File: config.mk
export PLATFORM = sky130hd
export DESIGN_NAME = sync_ram_fifo_ctrl
export DESIGN_NICKNAME = d
export VERILOG_FILES = /design/src/rtl/sync_ram_fifo_pkg.sv /design/src/rtl/sync_ram_fifo_ctrl.sv
export SDC_FILE = /design/constraint.sdc
export NUM_CORES = 1
export LEC_CHECK = 0
export CAP_MARGIN = 0
export CORE_MARGIN = 5
export CORE_UTILIZATION = 38
export CTS_BUF_LIST = sky130_fd_sc_hd__clkbuf_8
export DETAILED_ROUTE_END_ITERATION = 12
export GPL_TIMING_DRIVEN = 0
export PLACE_DENSITY_LB_ADDON = 0.3
export SYNTH_ARGS = -nofsm -noshare
export SYNTH_HDL_FRONTEND = slang
export SYNTH_SLANG_ARGS = --single-unit
File: constraint.sdc
create_clock -name clk -period 2.6 [get_ports clk]
set_clock_uncertainty 0.15 [all_clocks]
set_input_delay 0.78 -clock clk [delete_from_list [all_inputs] [get_ports clk]]
set_output_delay 0.78 -clock clk [all_outputs]
set_load 0.1 [all_outputs]
File: src/rtl/sync_ram_fifo_pkg.sv
// ----------------------------------------------------------------------------
// sync_ram_fifo_pkg
// Shared constants and types for the FIFO controller that sits in front of the
// 16x16 single-port synchronous RAM.
//   DATA_W / ADDR_W / DEPTH : default geometry (word width, RAM address width,
//                             number of RAM words)
//   gnt_t                   : which request owns the single RAM port this cycle
// ----------------------------------------------------------------------------
package sync_ram_fifo_pkg;

   localparam int DATA_W = 16;
   localparam int ADDR_W = 4;
   localparam int DEPTH  = 1 << ADDR_W;

   typedef enum logic [1:0] {
      GNT_IDLE,
      GNT_WR,
      GNT_RD
   } gnt_t;

endpackage

File: src/rtl/sync_ram_fifo_ctrl.sv
// ----------------------------------------------------------------------------
// sync_ram_fifo_ctrl
// FIFO controller for an external single-port sync RAM (one access per clock,
// read data registered by the RAM and valid the cycle after ram_re).  Pushes
// become RAM writes, RAM reads refill a 1-entry output register that drives
// the pop stream.  Reads win the RAM port so the output register refills as
// early as possible; FIFO order is kept by the write/read pointers.
//
// Handshake: a word moves on a port in every cycle where valid && ready are
// both high at the rising clock edge; valid never depends on ready of the
// same port, s_ready depends combinationally on m_ready.
//
// Ports
//   clk, rst            clock (rising edge), asynchronous active-high reset
//   s_valid/s_ready/s_data   push stream
//   m_valid/m_ready/m_data   pop stream (m_data registered)
//   count               words held: RAM words + read in flight + output reg
//   ram_we/ram_re/ram_addr/ram_din/ram_dout   RAM port
//
// Build option
//   FIFO_CUT_THROUGH_EN : when the FIFO is completely empty and the output
//   register is free, a pushed word is loaded straight into the output
//   register (1-cycle latency) instead of making the RAM round trip.
// ----------------------------------------------------------------------------
module sync_ram_fifo_ctrl
   import sync_ram_fifo_pkg::gnt_t,
          sync_ram_fifo_pkg::GNT_IDLE,
          sync_ram_fifo_pkg::GNT_WR,
          sync_ram_fifo_pkg::GNT_RD;
#(
   parameter int DATA_W = sync_ram_fifo_pkg::DATA_W,
   parameter int ADDR_W = sync_ram_fifo_pkg::ADDR_W
) (
   input  logic              clk,
   input  logic              rst,
   input  logic              s_valid,
   output logic              s_ready,
   input  logic [DATA_W-1:0] s_data,
   output logic              m_valid,
   input  logic              m_ready,
   output logic [DATA_W-1:0] m_data,
   output logic [ADDR_W:0]   count,
   output logic              ram_we,
   output logic              ram_re,
   output logic [ADDR_W-1:0] ram_addr,
   output logic [DATA_W-1:0] ram_din,
   input  logic [DATA_W-1:0] ram_dout
);

   // DEPTH is 1<<ADDR_W, expressed at the width of mem_count.
   localparam logic [ADDR_W:0] DEPTH = {1'b1, {ADDR_W{1'b0}}};

   logic [ADDR_W-1:0] wptr;
   logic [ADDR_W-1:0] rptr;
   logic [ADDR_W:0]   mem_count;
   logic              rd_inflight;
   logic              out_free;
   logic              rd_req;
   logic              rd_grant;
   logic              wr_grant;
   logic              bypass;
   logic              byp_load;
   gnt_t              gnt;

   // Output register can take a word next cycle if empty or being popped now.
   assign out_free = !m_valid || m_ready;

   // Only one read may be in flight: its data lands in the output register,
   // which must be free at that point, so the next read waits for it.
   assign rd_req   = (mem_count != '0) && !rd_inflight && out_free;
   assign rd_grant = rd_req;

`ifdef FIFO_CUT_THROUGH_EN
   // Nothing older than the incoming word exists anywhere in the FIFO.
   assign bypass = (mem_count == '0) && !rd_inflight && out_free;
`else
   assign bypass = 1'b0;
`endif

   assign s_ready  = bypass || ((mem_count != DEPTH) && !rd_grant);
   assign wr_grant = s_valid && s_ready && !bypass;
   assign byp_load = s_valid && bypass;

   always_comb begin
      gnt = GNT_IDLE;
      if (rd_grant)
         gnt = GNT_RD;
      else if (wr_grant)
         gnt = GNT_WR;
   end

   assign ram_we   = (gnt == GNT_WR);
   assign ram_re   = (gnt == GNT_RD);
   assign ram_addr = rd_grant ? rptr : wptr;
   assign ram_din  = s_data;

   assign count = mem_count + (ADDR_W+1)'(rd_inflight) + (ADDR_W+1)'(m_valid);

   // Pointers, RAM occupancy and the read-in-flight flag.
   always_ff @(posedge clk or posedge rst) begin
      if (rst) begin
         wptr        <= '0;
         rptr        <= '0;
         mem_count   <= '0;
         rd_inflight <= 1'b0;
      end else begin
         rd_inflight <= rd_grant;
         if (wr_grant)
            wptr <= wptr + ADDR_W'(1);
         if (rd_grant)
            rptr <= rptr + ADDR_W'(1);
         case ({wr_grant, rd_grant})
            2'b10:   mem_count <= mem_count + (ADDR_W+1)'(1);
            2'b01:   mem_count <= mem_count - (ADDR_W+1)'(1);
            default: mem_count <= mem_count;
         endcase
      end
   end

   // Output register.  A returning read and a bypass load never coincide
   // (bypass requires no read in flight), and either one replaces a word that
   // is being popped in the same cycle.
   always_ff @(posedge clk or posedge rst) begin
      if (rst) begin
         m_valid <= 1'b0;
         m_data  <= '0;
      end else if (rd_inflight) begin
         m_valid <= 1'b1;
         m_data  <= ram_dout;
      end else if (byp_load) begin
         m_valid <= 1'b1;
         m_data  <= s_data;
      end else if (m_valid && m_ready) begin
         m_valid <= 1'b0;
      end
   end

endmodule

==> summary by stage <==
GRT
The total congestion overflow after global routing is 0. The global-route wire length before repair is 7710 um. The total track usage is 16.5%. Entering global routing, the biggest net connects 32 pins. The global routing met2 resource utilization is 29.5%.

The via count of the first global-routing pass is 1574. The met1 track demand over resource in global routing is 17.6%. The highest-utilization routing layer at the global route stage is met2. The number of antenna violations at the first check in global routing is 0.

The met3 track utilization from global routing is 5.27%.

Synth
The dominant synthesized flop cell is sky130_fd_sc_hd__dfrtp_1. The synthesis warning total is 0. After synthesis, the largest family of logic cells by area is multiplexers. After Yosys synthesis, XOR and XNOR cells account for 6.19% of the synthesized area. The synthesized netlist devotes 8.25% of its cell area to adder and majority cells. By area the synthesized netlist is led by sky130_fd_sc_hd__dfrtp_1 46%, sky130_fd_sc_hd__mux2_2 14%, sky130_fd_sc_hd__buf_4 7.1%, sky130_fd_sc_hd__ha_1 5.9%, sky130_fd_sc_hd__xor2_1 4.1%. The net count after synthesis is 185. The synthesized-area fraction occupied by ao, oa, aoi and oai cells is 5.38%.

The most common cell in the netlist is sky130_fd_sc_hd__dfrtp_1. The synthesized design devotes to its leading area cell type 45.7% of total area. Sequential elements use 45.7% of the synthesized area.

Sorting the synthesized cells by how often they occur yields 31 x sky130_fd_sc_hd__dfrtp_1, 21 x sky130_fd_sc_hd__mux2_2, 16 x sky130_fd_sc_hd__buf_4. The synthesized design contains 0 enable-type register cells. In this run, distinct cell masters in the synthesized netlist total 32.

After synthesis the netlist holds a flip-flop and latch count of 31. The synthesized design spends more area on one cell type than any other, namely sky130_fd_sc_hd__dfrtp_1. After synthesis the cells add up to 1700 um2.

Summing the areas of all and, or, nand and nor instances in the mapped netlist gives 8.84% of the synthesized area. The fraction of synthesized area in multiplexers is 15.4%. Synthesis handed over a netlist of 139 instances.

The share of flip-flops with an asynchronous set or reset is 100%. The synthesized area per cell is 12.2 um2.

STA
Timing would allow up to 0.352 GHz. Setup violations remaining at the end of the flow were counted as 11. The final critical-path share of the clock period is 109%.

The relative max-transition margin is 35.4%. Setup repair after global routing could not meet its margin everywhere. At the pin with the least slew margin, the transition time is 0.973 ns. The final number of hold-violating endpoints was 0. The final-layout setup total negative slack is -1.83 ns. The final max-slew violation count is 0. The smallest clock period supported by the final layout is computed as 2.84 ns. In the post-route analysis, the smallest setup slack over all paths is -0.241 ns.

Routing
The ratio of routed vias to standard cells is 4.88. The final route contains 1400 vias. The remaining antenna violation count is 0. The routed design has 4750 um of wire.

In the routed design, unresolved DRC markers number 0. The detailed router's first-iteration violation count is 38. The average wire per standard cell is 16.6 um. The first detailed-routing pass ran for 4 iterations.

Critical path
The worst register-to-register path begins at mem_count[2]. In this run the register-to-register setup slack is -0.10 ns. The number of cell instances on the worst register-to-register path is 13. Among all stages on the critical path, the largest delay is contributed by sky130_fd_sc_hd__dfrtp_1. The capture point of the worst reg-to-reg path is mem_count[4]. The nature of the critical path endpoint is an output pin. The number of buffers and inverters on the critical path is 4. The critical path runs through a total of 8 cells. STA classifies the critical path startpoint as a flip-flop.

The worst setup path endpoint is count[4]. For this run, the slowest stage of the critical path takes 0.38 ns. The kind of cell adding the most delay to the critical path is adder cells.

The signal on the critical path passes through clkbuf_16, inv_4, fa_2, inv_2, ha_4, nand3_4, xnor2_4, buf_12. STA puts the critical path data arrival time at 1.91 ns. For the worst setup path, the data required time is 1.67 ns. The critical path in this run is classified as flip-flop to output pin. The critical-path maximum fanout is 2. The timing startpoint of the critical path is rd_inflight.

Run status
The final reports fail on setup timing. The flow ran to the end, but the final reports show violations.

CTS
The H-tree generated during clock tree synthesis spans 2 levels. The clock insertion delay at the later pin of the skew report is 0.29 ns. The buffer levels on the longest clock path is 2. Hold repair after CTS inserted 0 buffers.

The number of buffers inserted during clock tree synthesis is 5. The total number of clock tree sinks is 31. In this run the clock root is driven by a sky130_fd_sc_hd__clkbuf_8. The TritonCTS clock tree is built. After clock tree synthesis, the clock-pin slew on the worst setup and hold paths is 0.07 ns.

Floorplan
The floorplan step set the die width to 76.8 um. The die covers 5910 um2. For this configuration, the core starts out at a cell density of 39.0%. The number of rows in the core area is 24. The region available for standard cell placement spans 4350 um2. During I/O placement, the number of pins put on the boundary was 81. The vertical die dimension is 76.8 um.

Hold path
The worst min-delay path class is flip-flop to flip-flop.

Job
Across the run, the number of max-cap violations was 0.

Placed design
Detailed placement finished with a half-perimeter wire length of 3050 um. Routability-driven placement finished with a final weighted congestion of 0.739. In this run the tool buffered the top-level ports with 64 buffer cells. The number of placed instances, taps included, is 255. OpenSTA, run right after detailed placement, puts the worst setup slack at -1.69 ns.

Layout
The signed area change from the synthesized netlist to the final layout is 83.3%. In the final design database the tool counted 280 nets. 0 antenna diodes ended up in the layout.

The final standard cell count with taps included and fillers excluded is 287. The share of the core filled with cells in the final layout is 71.5%. Of the cells placed in the final design, the portion with a size suffix greater than 1 is 58.7%.
## routing by layer
layer / up-vias / share of wire (%)
li1: 644 / -
met4: 0 / 1.6
met5: - / 0
met2: 69 / 54
met1: 682 / 37
met3: 5 / 8.0
## final cells by class
type                       instances  area (um2)
clock buffer                       6        82.6
tap                               52        65.1
buffer                            18         153
fill                             280        1240
timing repair buffer              89         971
multi-input combinational         78         970
clock inverter                     2        35.0
inverter                          11        50.0
sequential                        31         786
## logic make-up after synthesis
logic type	Yosys count
compound gates	12
mux	23
simple gates	21
fa+ha+maj	10
xor+xnor	12
flops	31
buf+inv	30
## stage by stage
stage	instance area [um2]	hold WS [ns]
finish	3110	0.349
global route	3110	0.363
CTS	3080	0.330
detailed placement	2560	0.315
global placement	2560	0.306
floorplan	1850	0.288
## state kept, by name, indices dropped and copies added (netlist names)
register and flops:
m_data 16, rd_inflight 1, mem_count 5, wptr 4, rptr 4, m_valid 1
## worst register-to-register path, delay by kind of cell (launching register included)
kind	cells	cell delay [ns]
simple gates	4	0.68
fa+ha+maj	2	0.55
flops	1	0.42
buf+inv	4	0.42
compound gates	3	0.32
## placed cells by master, fill, tap and decap left out, drive strengths merged, types with 2 or more instances in the layout
cell type and count:
inv 10, mux2 22, ha 8, xor2 8, xnor2 4, nand4 2
nor3 4, nor2 2, clkdlybuf4s15 12, clkdlybuf4s50 17, a21oi 2, o311ai 2
buf 54, clkbuf 12, dfrtp 31, o21ai 4, nand2 4, fa 2
dlygate4sd2 18, nor2b 2
## how the worst min path moves through the flow
stage | to | cells past startpoint | startpoint | slack (ns)
global route | wptr[3] | 1 | wptr[3] | 0.36
global placement | rptr[3] | 1 | rptr[3] | 0.31
finish | m_data[1] | 1 | m_data[1] | 0.35
detailed placement | wptr[3] | 1 | wptr[3] | 0.32
CTS | rptr[3] | 1 | rptr[3] | 0.33
floorplan | wptr[3] | 1 | wptr[3] | 0.29
## repair_timing
action	CTS	global route
gates cloned	1	0
setup buffers	22	4
setup endpoints to repair	50	18
resized for setup	196	17
pin swaps	19	16
endpoints found under the hold margin	0	0
Power is left out: the tool's default activity adds up to more than one toggle a clock period on the data nets, which glitch-free logic cannot reach.
